<file path="config.mk">
export PLATFORM = sky130hd
export DESIGN_NAME = btn_debouncer_flat
export DESIGN_NICKNAME = d
export VERILOG_FILES = /design/src/rtl/btn_debouncer_if.sv /design/src/rtl/btn_debouncer.sv /design/src/flat_wrapper.sv
export SDC_FILE = /design/constraint.sdc
export NUM_CORES = 1
export LEC_CHECK = 0
export BUFFER_PORTS_ARGS = -buffer_cell sky130_fd_sc_hd__clkbuf_2
export CAP_MARGIN = 15
export CORE_MARGIN = 5
export CORE_UTILIZATION = 65
export DETAILED_ROUTE_END_ITERATION = 7
export PLACE_DENSITY = 0.79
export SLEW_MARGIN = 25
export SYNTH_ARGS = -nofsm -noshare
export SYNTH_HDL_FRONTEND = slang
export SYNTH_SLANG_ARGS = --single-unit
</file>
<file path="constraint.sdc">
create_clock -name i_clk -period 5.5 [get_ports i_clk]
set_input_delay 0.55 -clock i_clk [delete_from_list [all_inputs] [get_ports i_clk]]
set_output_delay 0.55 -clock i_clk [all_outputs]
set_load 0.05 [all_outputs]
</file>
<file path="src/rtl/btn_debouncer_if.sv">
// btn_debouncer_if: raw button levels in, press strobes and debounced levels out
interface btn_debouncer_if #(parameter int N_BTN = 3);
  logic [N_BTN-1:0] i_btn;
  logic [N_BTN-1:0] o_pulse;
  logic [N_BTN-1:0] o_level;
  modport master (output i_btn, input o_pulse, o_level);
  modport slave (input i_btn, output o_pulse, o_level);
endinterface

</file>
<file path="src/rtl/btn_debouncer.sv">
// btn_debouncer: per-button 2-flop synchroniser, debounce FSM and single-cycle press strobe
module btn_debouncer #(
  parameter int N_BTN = 3,
  parameter int DB_CYCLES = 16,
  parameter int NB_CNT = 20
) (
  input logic i_clk,
  input logic i_reset,
  btn_debouncer_if.slave bus
);
  typedef enum logic [1:0] {IDLE, PRESS_WAIT, PRESSED, RELEASE_WAIT} state_t;
  localparam logic [NB_CNT-1:0] LAST = NB_CNT'(DB_CYCLES - 1);
  localparam bit ONE = DB_CYCLES == 1;
  genvar i;
  for (i = 0; i < N_BTN; i++) begin : g_ch
    logic [1:0] syncQ;
    logic [NB_CNT-1:0] cnt;
    state_t state;
    logic pulseQ, levelQ, s;
    assign s = syncQ[1];
    assign bus.o_pulse[i] = pulseQ;
    assign bus.o_level[i] = levelQ;
    // cnt holds the number of consecutive samples seen at the candidate level
    always_ff @(posedge i_clk or negedge i_reset)
      if (!i_reset) begin
        syncQ <= '0;
        cnt <= '0;
        state <= IDLE;
        pulseQ <= 1'b0;
        levelQ <= 1'b0;
      end else begin
        syncQ <= {syncQ[0], bus.i_btn[i]};
        pulseQ <= 1'b0;
        case (state)
          IDLE:
            if (s) begin
              state <= ONE ? PRESSED : PRESS_WAIT;
              cnt <= ONE ? '0 : NB_CNT'(1);
              pulseQ <= ONE;
              levelQ <= ONE;
            end
          PRESS_WAIT:
            if (!s) begin
              state <= IDLE;
              cnt <= '0;
            end else if (cnt == LAST) begin
              state <= PRESSED;
              cnt <= '0;
              pulseQ <= 1'b1;
              levelQ <= 1'b1;
            end else cnt <= cnt + 1'b1;
          PRESSED:
            if (!s) begin
              state <= ONE ? IDLE : RELEASE_WAIT;
              cnt <= ONE ? '0 : NB_CNT'(1);
              levelQ <= !ONE;
            end
          RELEASE_WAIT:
            if (s) begin
              state <= PRESSED;
              cnt <= '0;
            end else if (cnt == LAST) begin
              state <= IDLE;
              cnt <= '0;
              levelQ <= 1'b0;
            end else cnt <= cnt + 1'b1;
        endcase
      end
  end
endmodule

</file>
<file path="src/flat_wrapper.sv">
// flat-port wrapper written by rule: the top's interface ports become plain ports
module btn_debouncer_flat 
#(
  parameter int N_BTN = 3,
  parameter int DB_CYCLES = 16,
  parameter int NB_CNT = 20
)
  (i_clk, i_reset, bus_i_btn, bus_o_pulse, bus_o_level);
  btn_debouncer_if #(.N_BTN(N_BTN)) bus_i ();
  input logic i_clk;
  input logic i_reset;
  input wire logic [$bits(bus_i.i_btn)-1:0] bus_i_btn;
  output wire logic [$bits(bus_i.o_pulse)-1:0] bus_o_pulse;
  output wire logic [$bits(bus_i.o_level)-1:0] bus_o_level;
  assign bus_i.i_btn = bus_i_btn;
  assign bus_o_pulse = bus_i.o_pulse;
  assign bus_o_level = bus_i.o_level;
  btn_debouncer #(.N_BTN(N_BTN), .DB_CYCLES(DB_CYCLES), .NB_CNT(NB_CNT)) u_core (.i_clk(i_clk), .i_reset(i_reset), .bus(bus_i));
endmodule
</file>
==> metrics.md, run 1 <==
| Metric | Value |
|---|---|
| Fmax | `around 0.39 GHz` |
| Fillers | `485` |
| Crit share post-route | `between 40% and 50%` |
| CTS tree | `done` |
| Die width | `91.8 microns` |
| Minimum clock period after layout | `roughly 2.5 ns` |
| Area contributors post-synth | `dfrtp_1, nor2_1, xnor2_1, ha_1, nand2_1` |
| WL final | `8.14 mm` |
| Yosys top cell by area | `dfrtp_1` |
| ANT nets after route | `0` |
| Data required, critical path | `approximately 5.7 ns` |
| Mapped Nets | `~500` |
| Clk sinks | `78` |
| Ant diodes | `0` |
| Setup_tns | `0 ns` |
| RSZ-0062 raised after global routing | `no` |
| DRT Pass-1 Iters | `4` |
| IO buf count | `10` |
| Hold-fix buffers, CTS | `0` |
| Post-synth EDFFs | `0` |
| #FFs+latches synth | `78` |
| Core box area | `roughly 6400 sq um` |
| Status | `finished clean` |
| H-tree levels | `3` |
| First-pass GRT wire length | `between 10 and 15 mm` |
| Synth top area share | `44.9%` |
| Final HPWL DP | `approximately 5.6 mm` |
| Final slew viol count | `0` |
| Dominant synthesized flop cell | `dfrtp_1` |
| Synth Instances | `~470` |
| Initial antenna violation count | `0` |
| Synthesized area | `around 4300 sq um` |
| Row cnt | `29` |
| Worst Tran Pin Value | `0.828 ns` |
| Max IR drop VDD | `roughly 0.00046 V` |
| Cts bufs inserted | `9` |
| Pin count of the biggest net entering global routing | `between 70 and 80` |
| Clock slew at reported path FFs | `approximately 0.070 ns` |
| Initial core utilization | `about 68%` |
| Hold Path Class | `input port to async pin` |
| Ys async rst share | `100%` |
| Via count | `between 3k and 4k` |
| Worst Setup End Kind | `flip-flop` |
| Post-Route Skew | `0.00757 ns` |
| Power density over the cells | `388 nW/um^2` |
| Die ar. | `8420 sq um` |
| WL/cell | `between 10 and 15 microns` |
| Placed cell area | `about 4400 sq um` |
| Final setup vio count | `0` |
| Crit-path max FO | `11` |
| Routability Congestion | `0.895` |
| Final Hold Fails | `0` |
| Critical path type | `flip-flop to flip-flop` |
| Fraction of layout cells with a size suffix above 1 | `about 8.2%` |
| Netlist cell types | `between 50 and 60` |
| Slew HR | `43.2%` |
| Yosys warns | `0` |
| Pwr Total | `1.77 mW` |
| Synth Area per Inst | `just over 9 sq um` |
| CTS Buffer Depth | `2` |
| Worst skew pair latency | `0.34 ns` |
| Via density | `6.25` |
| Crit path arrival time | `2.73 ns` |
| Area Overhead vs Synth | `5.13%` |
| Grt total ovfl | `0` |
| Register area share after synthesis | `between 40 and 50%` |
| Final Cell Area | `about 4600 sq um` |
| Boundary pin count | `11` |
| Global Route Usage Sum | `roughly a fifth` |
| Post-CTS Resized | `0` |
| Vias in the first global route | `between 3k and 4k` |
| LEAKAGE | `between 1.5 and 2 nW` |
| MaxCap Viol Count | `0` |
| Nets@finish | `roughly 490` |
| Clk root buf | `clkbuf_8` |
| Setup crit start kind | `flip-flop` |
| Iter 0 DRT Violations | `approximately 270` |
| Die Y | `approximately 90 microns` |
| Post-CTS setup repair buffer count | `0` |
| Drt drc | `0` |
-- path summary, 6_finish.rpt --
path | slack [ns] | from | end | cells after the start
worst min register to register | 0.36 | u_core.g_ch[2].syncQ[0] | u_core.g_ch[2].syncQ[1] | 0
worst max-delay path | 2.97 | u_core.g_ch[0].state[0] | u_core.g_ch[0].cnt[16] | 7
min in group i_clk | 0.31 | bus_i_btn[1] | u_core.g_ch[1].syncQ[0] | 1
worst min-delay path | 0.21 | i_reset | u_core.g_ch[1].levelQ | 1
max in group asynchronous | 4.80 | i_reset | u_core.g_ch[0].cnt[1] | 1
worst max register to register | 2.97 | u_core.g_ch[0].state[0] | u_core.g_ch[0].cnt[16] | 7
-- per-stage QoR --
step / cells / hold slack (ns) / utilization, % / setup WS, ns
after floorplan: 472 / 0.254 / - / 3.51
after global placement: 535 / 0.334 / 68.0 / 3.04
after detailed placement: 535 / 0.343 / 68.1 / 2.98
after CTS: 550 / 0.302 / 71.1 / 2.96
after global routing: 550 / 0.292 / 71.1 / 2.68
final: 550 / 0.212 / 71.1 / 2.97
-- where the power goes --
part / internal, mW / leakage (nW) / total [mW] / switching [mW]
combinational: 0.233 / 0.838 / 0.663 / 0.430
sequential: 0.636 / 1.05 / 0.694 / 0.0579
clock: 0.218 / 0.0952 / 0.414 / 0.196
-- layer usage --
| layer | track usage [%] | part of all wire [%] | up-vias |
|---|---|---|---|
| met5 | 0 | 0 | - |
| met4 | 5.94 | 1.1 | 0 |
| met3 | 5.07 | 4.1 | 12 |
| met2 | 31.7 | 47 | 68 |
| met1 | 29.6 | 48 | 1679 |
| li1 | - | - | 1676 |
-- logic make-up after synthesis --
family,share of synthesized area [%]
simple gates,24.6
fa+ha+maj,4.32
compound gates,12.3
buf+inv,4.64
flops,44.9
mux,2.16
xor+xnor,7.06
-- layout make-up --
cell class,instances,area [sq um],share of cell area [%]
Inverter,18,67.6,1.48
Clock inverter,4,47.5,1.04
Multi-Input combinational cell,351,2200,48.1
Tap cell,77,96.3,2.11
Timing Repair Buffer,11,63.8,1.40
Sequential cell,78,1950,42.7
Clock buffer,11,141,3.10
-- cells in the mapped netlist, types with 3 or more instances --
library cell / count
and3_1: 10
nand2_1: 42
nor4_1: 21
o31ai_1: 5
inv_1: 18
xnor2_1: 23
o211ai_1: 3
dfrtp_1: 78
buf_4: 8
a31oi_1: 4
and4_1: 4
a2bb2oi_1: 4
nand3_1: 22
o221ai_1: 3
mux2i_1: 6
o21a_1: 4
nand4_1: 11
xor2_1: 12
or3_1: 5
and2_1: 3
a21oi_1: 4
a21o_1: 3
o21ai_0: 28
ha_1: 15
clkbuf_1: 14
mux2_2: 3
nor3_1: 22
nor2_1: 57
a22o_1: 8
-- layout by cell type, fill, tap and decap left out, drive strengths merged, types with 8 or more instances in the layout --
cell / synthesis / final
inv: 18 / 18
xnor2: 23 / 23
clkbuf: 14 / 20
dfrtp: 78 / 78
nand4: 11 / 11
nor2: 57 / 57
nand2: 42 / 42
nor3: 22 / 22
ha: 15 / 15
nor4: 21 / 21
nand3: 22 / 22
a22o: 8 / 8
and3: 11 / 11
o21ai: 29 / 29
xor2: 12 / 12
-- worst max-delay path, cell delays in order (launching register included) --
cell and delay [ns]:
dfrtp_1 0.42, inv_1 0.10, ha_1 0.26, mux2i_1 0.68
nand4_1 0.41, nor3_1 0.33, xnor2_1 0.15, nor2_1 0.05
-- sequential cells by signal, indices dropped and copies added, names as in the netlist, named ones only --
register and count:
u_core.g_ch.cnt 60, u_core.g_ch.pulseQ 3, u_core.g_ch.levelQ 3, u_core.g_ch.syncQ 6, u_core.g_ch.state 3
Power figures use the tool's default switching activity.
==> inputs of run 2 (changes only) <==
--- a/config.mk
+++ b/config.mk
@@ -5,12 +5,13 @@
 export SDC_FILE = /design/constraint.sdc
 export NUM_CORES = 1
 export LEC_CHECK = 0
+export ABC_AREA = 1
 export BUFFER_PORTS_ARGS = -buffer_cell sky130_fd_sc_hd__clkbuf_2
 export CAP_MARGIN = 15
 export CORE_MARGIN = 5
-export CORE_UTILIZATION = 65
+export CORE_UTILIZATION = 63
 export DETAILED_ROUTE_END_ITERATION = 7
-export PLACE_DENSITY = 0.79
+export PLACE_DENSITY = 0.77
 export SLEW_MARGIN = 25
 export SYNTH_ARGS = -nofsm -noshare
 export SYNTH_HDL_FRONTEND = slang
==> constraint.sdc (replaced) <==
create_clock -name i_clk -period 2.5 [get_ports i_clk]
set_input_delay 0.25 -clock i_clk [delete_from_list [all_inputs] [get_ports i_clk]]
set_output_delay 0.25 -clock i_clk [all_outputs]
set_load 0.05 [all_outputs]
==> run 2 against run 1 <==
Compared with the run above: register-to-register slack lost 2.5 ns; fmax grew 22%; via count grew 21%; final cell count grew 39%; first-iteration DRC count shrank 32%; synthesized cell count grew 37%; wire length grew 26%; non-clock buffer count grew 9; core utilization shrank 0.50 points; design area grew 13%; critical path depth grew 2; die area grew 12%; largest cell class unchanged; largest power group unchanged; highest routed layer unchanged.
==> metrics.md, run 2 <==
| Metric | Value |
|---|---|
| Area Overhead vs Synth | `8.02%` |
| Synth top area share | `40.7% (-4.2 points)` |
| Most frequent cells in the layout | `nand2_1, nor2_1, inv_1` |
| Setup_tns | `0 ns (unchanged)` |
| Die ar. | `9450 sq um (+12%)` |
| Fraction of layout cells with a size suffix above 1 | `11.8% (+3.6 points)` |
| Pin count of the biggest net entering global routing | `52 (-34%)` |
| Area contributors post-synth | `dfrtp_1, nand2_1, nor2_1, inv_1, nand3_1` |
| Crit path arrival time | `2.38 ns (-0.35 ns)` |
| Worst Tran Pin Value | `0.680 ns (-0.148 ns)` |
| First-pass GRT wire length | `18.0 mm (+24%)` |
| # placed instances | `747 (+40%)` |
| Routability Congestion | `0.886 (-0.92%)` |
| Most numerous cell in the Yosys netlist | `nand2_1` |
| Power density over the cells | `740 nW/um^2 (+91%)` |
| CTS Buffer Depth | `2 (unchanged)` |
| Row cnt | `31 (+6.9%)` |
| RSZ-0062 raised after global routing | `no` |
| Drt drc | `0 (unchanged)` |
| Final HPWL DP | `7.58 mm (+35%)` |
| Setup crit start kind | `flip-flop` |
| Number of flip-flops under the largest register name | `60 (unchanged)` |
| Synth top cells by count | `nand2_1, nor2_1, inv_1` |
| Iter 0 DRT Violations | `183 (-32%)` |
| Hold slack | `0.354 ns (+0.142 ns)` |
| Sequential share of power | `40.0% (+0.8 points)` |
| Crit share post-route | `83.1% (+37 points)` |
| Fillers | `611 (+26%)` |
| Cts bufs inserted | `9 (unchanged)` |
| Mapped Nets | `665 (+35%)` |
| Status | `finished clean` |
| Max IR drop VDD | `0.000555 V (+22%)` |
| Clk root buf | `clkbuf_8` |
| Nets@finish | `683 (+40%)` |
| Synthesized area | `4790 sq um (+10%)` |
| CTS tree | `done` |
| Post-synth EDFFs | `0 (unchanged)` |
| Sw Pwr | `1.58 mW (+130%)` |
| Clock network power share | `25.7% (+2.3 points)` |
| Post-Route Skew | `0.00750 ns (-0.0000709 ns)` |
| #FFs+latches synth | `78 (unchanged)` |
| Via count | `4170 (+21%)` |
| WL final | `10.3 mm (+26%)` |
| Yosys top cell by area | `dfrtp_1` |
| H-tree levels | `3 (unchanged)` |
| Clock slew at reported path FFs | `0.08 ns (about the same)` |
| ANT nets after route | `0 (unchanged)` |
| Dominant synthesized flop cell | `dfrtp_1` |
| Critical path type | `flip-flop to flip-flop` |
| Synth Instances | `645 (+37%)` |
| Grt total ovfl | `0 (unchanged)` |
| Fmax | `0.481 GHz (+22%)` |
| Hold Path Class | `flip-flop to flip-flop` |
| Global Route Usage Sum | `22.8% (+2.0 points)` |
| Ant diodes | `0 (unchanged)` |
| IO buf count | `10 (unchanged)` |
| MaxCap Viol Count | `0 (unchanged)` |
| Worst Setup End Kind | `flip-flop` |
| Minimum clock period after layout | `2.08 ns (-0.457 ns)` |
| Boundary pin count | `11 (unchanged)` |
| Die width | `97.2 microns (+6.0%)` |
| Slew HR | `54.7% (+11 points)` |
| Worst skew pair latency | `0.36 ns (+0.02 ns)` |
| Clk sinks | `78 (unchanged)` |
| Die Y | `97.2 microns (+6.0%)` |
| Via density | `5.44 (-13%)` |
| Data required, critical path | `2.80 ns (-2.90 ns)` |
| Vias in the first global route | `4096 (+27%)` |
| Synth Area per Inst | `7.43 sq um (-19%)` |
| Crit-path max FO | `9 (-2)` |
| Core box area | `7330 sq um (+14%)` |
| Largest regs | `u_core.g_ch.cnt (60), u_core.g_ch.syncQ (6)` |
| Internal power | `2.25 mW (+110%)` |
| Yosys warns | `0 (unchanged)` |
| Commonest non-fill, non-tap cell in the layout | `nand2_1` |
| Ys async rst share | `100% (unchanged)` |
| Post-CTS setup repair buffer count | `0 (unchanged)` |
| Register area share after synthesis | `40.7% (-4.2 points)` |
| Final Hold Fails | `0 (unchanged)` |
| Switching Fraction | `41.3% (+2.7 points)` |
| Initial antenna violation count | `0 (unchanged)` |
| Final Non-Filler Cells | `767 (+39%)` |
| Most flops, register | `u_core.g_ch.cnt` |
| Final setup vio count | `0 (unchanged)` |
| DRT Pass-1 Iters | `5 (+1)` |
| Netlist cell types | `39 (-28%)` |
| Initial core utilization | `65.4% (-2.3 points)` |
| Final slew viol count | `0 (unchanged)` |
| Combinational share of power | `34.3% (-3.1 points)` |
| LEAKAGE | `2.44 nW (+23%)` |
| WL/cell | `13.4 microns (-9.7%)` |
## run 2: timing repair
item / 4_1_cts / 5_1_grt
hold buffers: 4 / 0
hold endpoints to repair: 53 / 0
endpoints found under the setup margin: 0 / 1
gates resized for setup: 0 / 1
## run 2: final cells by class
cell class | instances | area (sq um) | area share [%]
repair buffers | 20 | 150 | 2.90
multi-input cells | 468 | 2410 | 46.6
flip-flops and latches | 78 | 1950 | 37.7
clock buffers | 9 | 124 | 2.39
well taps | 99 | 124 | 2.39
inverters | 86 | 333 | 6.43
clock inverters | 7 | 82.6 | 1.60
## run 2: path summary, 6_finish.rpt
path,endpoint,cells past startpoint,slack (ns),startpoint
worst max-delay path,u_core.g_ch[2].cnt[15],9,0.42,u_core.g_ch[2].state[0]
worst min-delay path,u_core.g_ch[1].syncQ[1],0,0.35,u_core.g_ch[1].syncQ[0]
worst max register to register,u_core.g_ch[2].cnt[15],9,0.42,u_core.g_ch[2].state[0]
worst min register to register,u_core.g_ch[1].syncQ[1],0,0.35,u_core.g_ch[1].syncQ[0]
max in group asynchronous,u_core.g_ch[0].cnt[1],3,1.45,i_reset
min in group asynchronous,u_core.g_ch[1].cnt[2],2,0.47,i_reset
## run 2: per-stage QoR
step | power [mW] | instance area (sq um) | worst slack (ns) | util (%)
after floorplan | 2.56 | 4790 | 0.911 | -
after CTS | 3.84 | 5170 | 0.203 | 70.6
final | 3.83 | 5180 | 0.423 | 70.6
after global routing | 4.11 | 5180 | 0.236 | 70.6
after detailed placement | 2.85 | 4930 | 0.251 | 67.2
after global placement | 2.79 | 4930 | 0.432 | 67.2
## run 2: kinds of logic (layout without fill, tap and decap cells)
kind of cell	Yosys count	count (layout)	share of synthesized area, %
XOR/XNOR	16	16	2.92
adder cells (fa/ha/maj)	15	15	3.92
AND/OR/NAND/NOR	382	382	37.2
flip-flops	78	78	40.7
buffers and inverters	99	122	9.03
AO/OA/AOI/OAI	55	55	6.21
## run 2: critical path: stages (launching register included)
cell     delay [ns]
dfrtp_1        0.46
inv_1          0.10
ha_1           0.22
o21ai_2        0.39
inv_1          0.22
nor2_1         0.19
nand3_1        0.17
inv_1          0.13
nand3_1        0.08
nand2_1        0.06
## run 2: layer usage
metal | global-route usage, % | share of wire, % | routed length [microns]
met1 | 29.7 | 45 | 4650
met5 | 0 | 0 | 0
met2 | 37.6 | 49 | 5030
met3 | 4.74 | 4.0 | 407
met4 | 8.09 | 1.6 | 167
## run 2: power groups by stage
stage / clock network (mW) / registers (mW) / logic (mW)
CTS: 0.998 / 1.53 / 1.31
detailed placement: 0 / 1.55 / 1.30
global placement: 0 / 1.54 / 1.25
finish: 0.986 / 1.53 / 1.31
floorplan: 0 / 1.52 / 1.04
global route: 1.06 / 1.55 / 1.50
==> inputs of run 3 (changes only) <==
--- a/config.mk
+++ b/config.mk
@@ -9,9 +9,9 @@
 export BUFFER_PORTS_ARGS = -buffer_cell sky130_fd_sc_hd__clkbuf_2
 export CAP_MARGIN = 15
 export CORE_MARGIN = 5
-export CORE_UTILIZATION = 63
+export CORE_UTILIZATION = 57
 export DETAILED_ROUTE_END_ITERATION = 7
-export PLACE_DENSITY = 0.77
+export PLACE_DENSITY = 0.74
 export SLEW_MARGIN = 25
 export SYNTH_ARGS = -nofsm -noshare
 export SYNTH_HDL_FRONTEND = slang
==> constraint.sdc (replaced) <==
create_clock -name i_clk -period 1.8 [get_ports i_clk]
set_input_delay 0.18 -clock i_clk [delete_from_list [all_inputs] [get_ports i_clk]]
set_output_delay 0.18 -clock i_clk [all_outputs]
set_load 0.05 [all_outputs]
==> run 3 against run 2 <==
Compared with the run above: design area up 4.3%; die area up 9.4%; clock-buffer cell count up 1; total power up 48%; global-route usage down 1.9 points; combinational power up 63%; sequential power up 36%.
==> metrics.md, run 3 (synthesized netlist as in run 2, its figures left out) <==
| Metric | Value |
|---|---|
| Critical path type | `flip-flop to flip-flop` |
| Clk sinks | `78 (unchanged)` |
| WL/cell | `12.8 microns (-4.4%)` |
| Row cnt | `33 (+6.5%)` |
| CTS tree | `done` |
| Crit-path max FO | `10 (+1)` |
| Number of flip-flops under the largest register name | `60 (unchanged)` |
| Die width | `102 microns (+4.6%)` |
| Core box area | `8220 sq um (+12%)` |
| H-tree levels | `3 (unchanged)` |
| Minimum clock period after layout | `1.71 ns (-0.365 ns)` |
| Die Y | `102 microns (+4.6%)` |
| Via count | `4207 (+0.89%)` |
| Crit path arrival time | `1.94 ns (-0.44 ns)` |
| Initial core utilization | `58.3% (-7.0 points)` |
| Clock slew at reported path FFs | `0.08 ns (about the same)` |
| RSZ-0062 raised after global routing | `yes` |
| Final setup vio count | `0 (unchanged)` |
| Hold Path Class | `input port to async pin` |
| Area Overhead vs Synth | `12.6%` |
| ANT nets after route | `0 (unchanged)` |
| Grt total ovfl | `0 (unchanged)` |
| Global Route Usage Sum | `20.8% (-1.9 points)` |
| Largest regs | `u_core.g_ch.cnt (60), u_core.g_ch.syncQ (6)` |
| CTS Buffer Depth | `2 (unchanged)` |
| R2r startpoint | `u_core.g_ch[0].cnt[0]` |
| Via density | `5.31 (-2.3%)` |
| Pwr Total | `5.68 mW (+48%)` |
| Critical path launch point | `u_core.g_ch[0].cnt[0]` |
| Final Non-Filler Cells | `792 (+3.3%)` |
| Ant diodes | `0 (unchanged)` |
| Final HPWL DP | `7.47 mm (-1.5%)` |
| Max IR drop VDD | `0.000443 V (-20%)` |
| Fmax | `0.584 GHz (+21%)` |
| Initial antenna violation count | `0 (unchanged)` |
| Most flops, register | `u_core.g_ch.cnt` |
| Pin count of the biggest net entering global routing | `46 (-12%)` |
| LEAKAGE | `2.56 nW (+5.1%)` |
| First-pass GRT wire length | `17.6 mm (-2.5%)` |
| Fraction of layout cells with a size suffix above 1 | `15.0% (+3.2 points)` |
| Clk root buf | `clkbuf_8` |
| Worst Tran Pin Value | `0.442 ns (-0.238 ns)` |
| IO buf count | `10 (unchanged)` |
| Setup crit start kind | `flip-flop` |
| Worst Setup End Kind | `flip-flop` |
| Drt drc | `0 (unchanged)` |
| Slew HR | `70.5% (+16 points)` |
| Status | `finished clean` |
| WL final | `10.1 mm (-1.3%)` |
| Crit share post-route | `95.1% (+12 points)` |
| MaxCap Viol Count | `0 (unchanged)` |
| Vias in the first global route | `4115 (+0.46%)` |
| Commonest non-fill, non-tap cell in the layout | `nand2_1` |
| Worst skew pair latency | `0.35 ns (about the same)` |
| Data required, critical path | `2.03 ns (-0.77 ns)` |
| Cts bufs inserted | `9 (unchanged)` |
| Most frequent cells in the layout | `nand2_1, nor2_1, inv_1` |
| Final Hold Fails | `0 (unchanged)` |
| Routability Congestion | `0.886 (about the same)` |
| Final slew viol count | `0 (unchanged)` |
| Post-Route Skew | `0.00713 ns (-0.000368 ns)` |
| DRT Pass-1 Iters | `5 (unchanged)` |
| Die ar. | `10300 sq um (+9.4%)` |
| Nets@finish | `703 (+2.9%)` |
| Power density over the cells | `1050 nW/um^2 (+42%)` |
| # placed instances | `768 (+2.8%)` |
| Iter 0 DRT Violations | `261 (+43%)` |
| Boundary pin count | `11 (unchanged)` |
[run 3: cell types whose count changed in the layout (fill, tap and decap cells not counted), moves of 2 or more]
cell / before / now
buf_4: 6 / 24
nor2_1: 106 / 103
nor2_2: 11 / 14
clkinvlp_4: 2 / 0
o21ai_0: 21 / 19
o21ai_1: 5 / 7
o21ai_2: 3 / 1
o21ai_4: 0 / 2
[run 3: layer usage]
layer	global-route usage [%]	up-vias	wire, microns
met4	6.75	0	134
met3	3.79	14	441
met1	28.2	1972	4720
met2	34.0	94	4820
met5	0	-	0
li1	-	2127	-
[run 3: repair_timing]
| action | 4_1_cts | 5_1_grt |
|---|---|---|
| hold buffers | 4 | 0 |
| hold endpoints to repair | 36 | 0 |
| endpoints found under the setup margin | 0 | 40 |
| resized for setup | 0 | 12 |
| buffers inserted | 0 | 5 |
[run 3: final cells by class]
| class | instances | area [sq um] |
|---|---|---|
| Clock inverter | 5 | 82.6 |
| Inverter | 86 | 333 |
| Multi-Input combinational cell | 468 | 2440 |
| Timing Repair Buffer | 40 | 317 |
| Clock buffer | 10 | 138 |
| Fill cell | 690 | 2820 |
| Tap cell | 105 | 131 |
| Sequential cell | 78 | 1950 |
[run 3: worst paths after layout]
check	end	slack [ns]	depth (start not counted)
max reg2reg	flip-flop	0.09	9
min reg2reg	u_core.g_ch[2].syncQ[1]	0.35	0
max	flip-flop	0.09	9
min	u_core.g_ch[1].syncQ[0]	0.31	2
min in group i_clk	u_core.g_ch[2].syncQ[1]	0.35	0
max in group asynchronous	u_core.g_ch[2].cnt[15]	0.91	3
[run 3: metrics by stage]
step / cell area (sq um) / setup TNS [ns] / hold WS, ns / util (%) / worst slack (ns)
after detailed placement: 5060 / 0 / 0.158 / 61.6 / 0.0192
after CTS: 5320 / 0 / 0.319 / 64.7 / 0.00896
after global routing: 5400 / -0.101 / 0.343 / 65.7 / -0.0327
final: 5400 / 0 / 0.305 / 65.7 / 0.0878
after global placement: 5060 / 0 / 0.155 / 61.6 / 0.0573
after floorplan: 4790 / 0 / -0.116 / - / 0.211
[run 3: where the power goes]
group          internal, mW  switching [mW]
sequential             1.94           0.147
combinational         0.737            1.39
clock                 0.817           0.655
[run 3: worst max-delay path, stage by stage (launching register included)]
cell,delay [ns]
dfrtp_1,0.43
ha_1,0.26
nand3_2,0.10
clkinv_2,0.06
nand3_1,0.10
nand2_1,0.10
nand2_2,0.22
clkinv_4,0.16
nand3_1,0.10
nand2_1,0.06
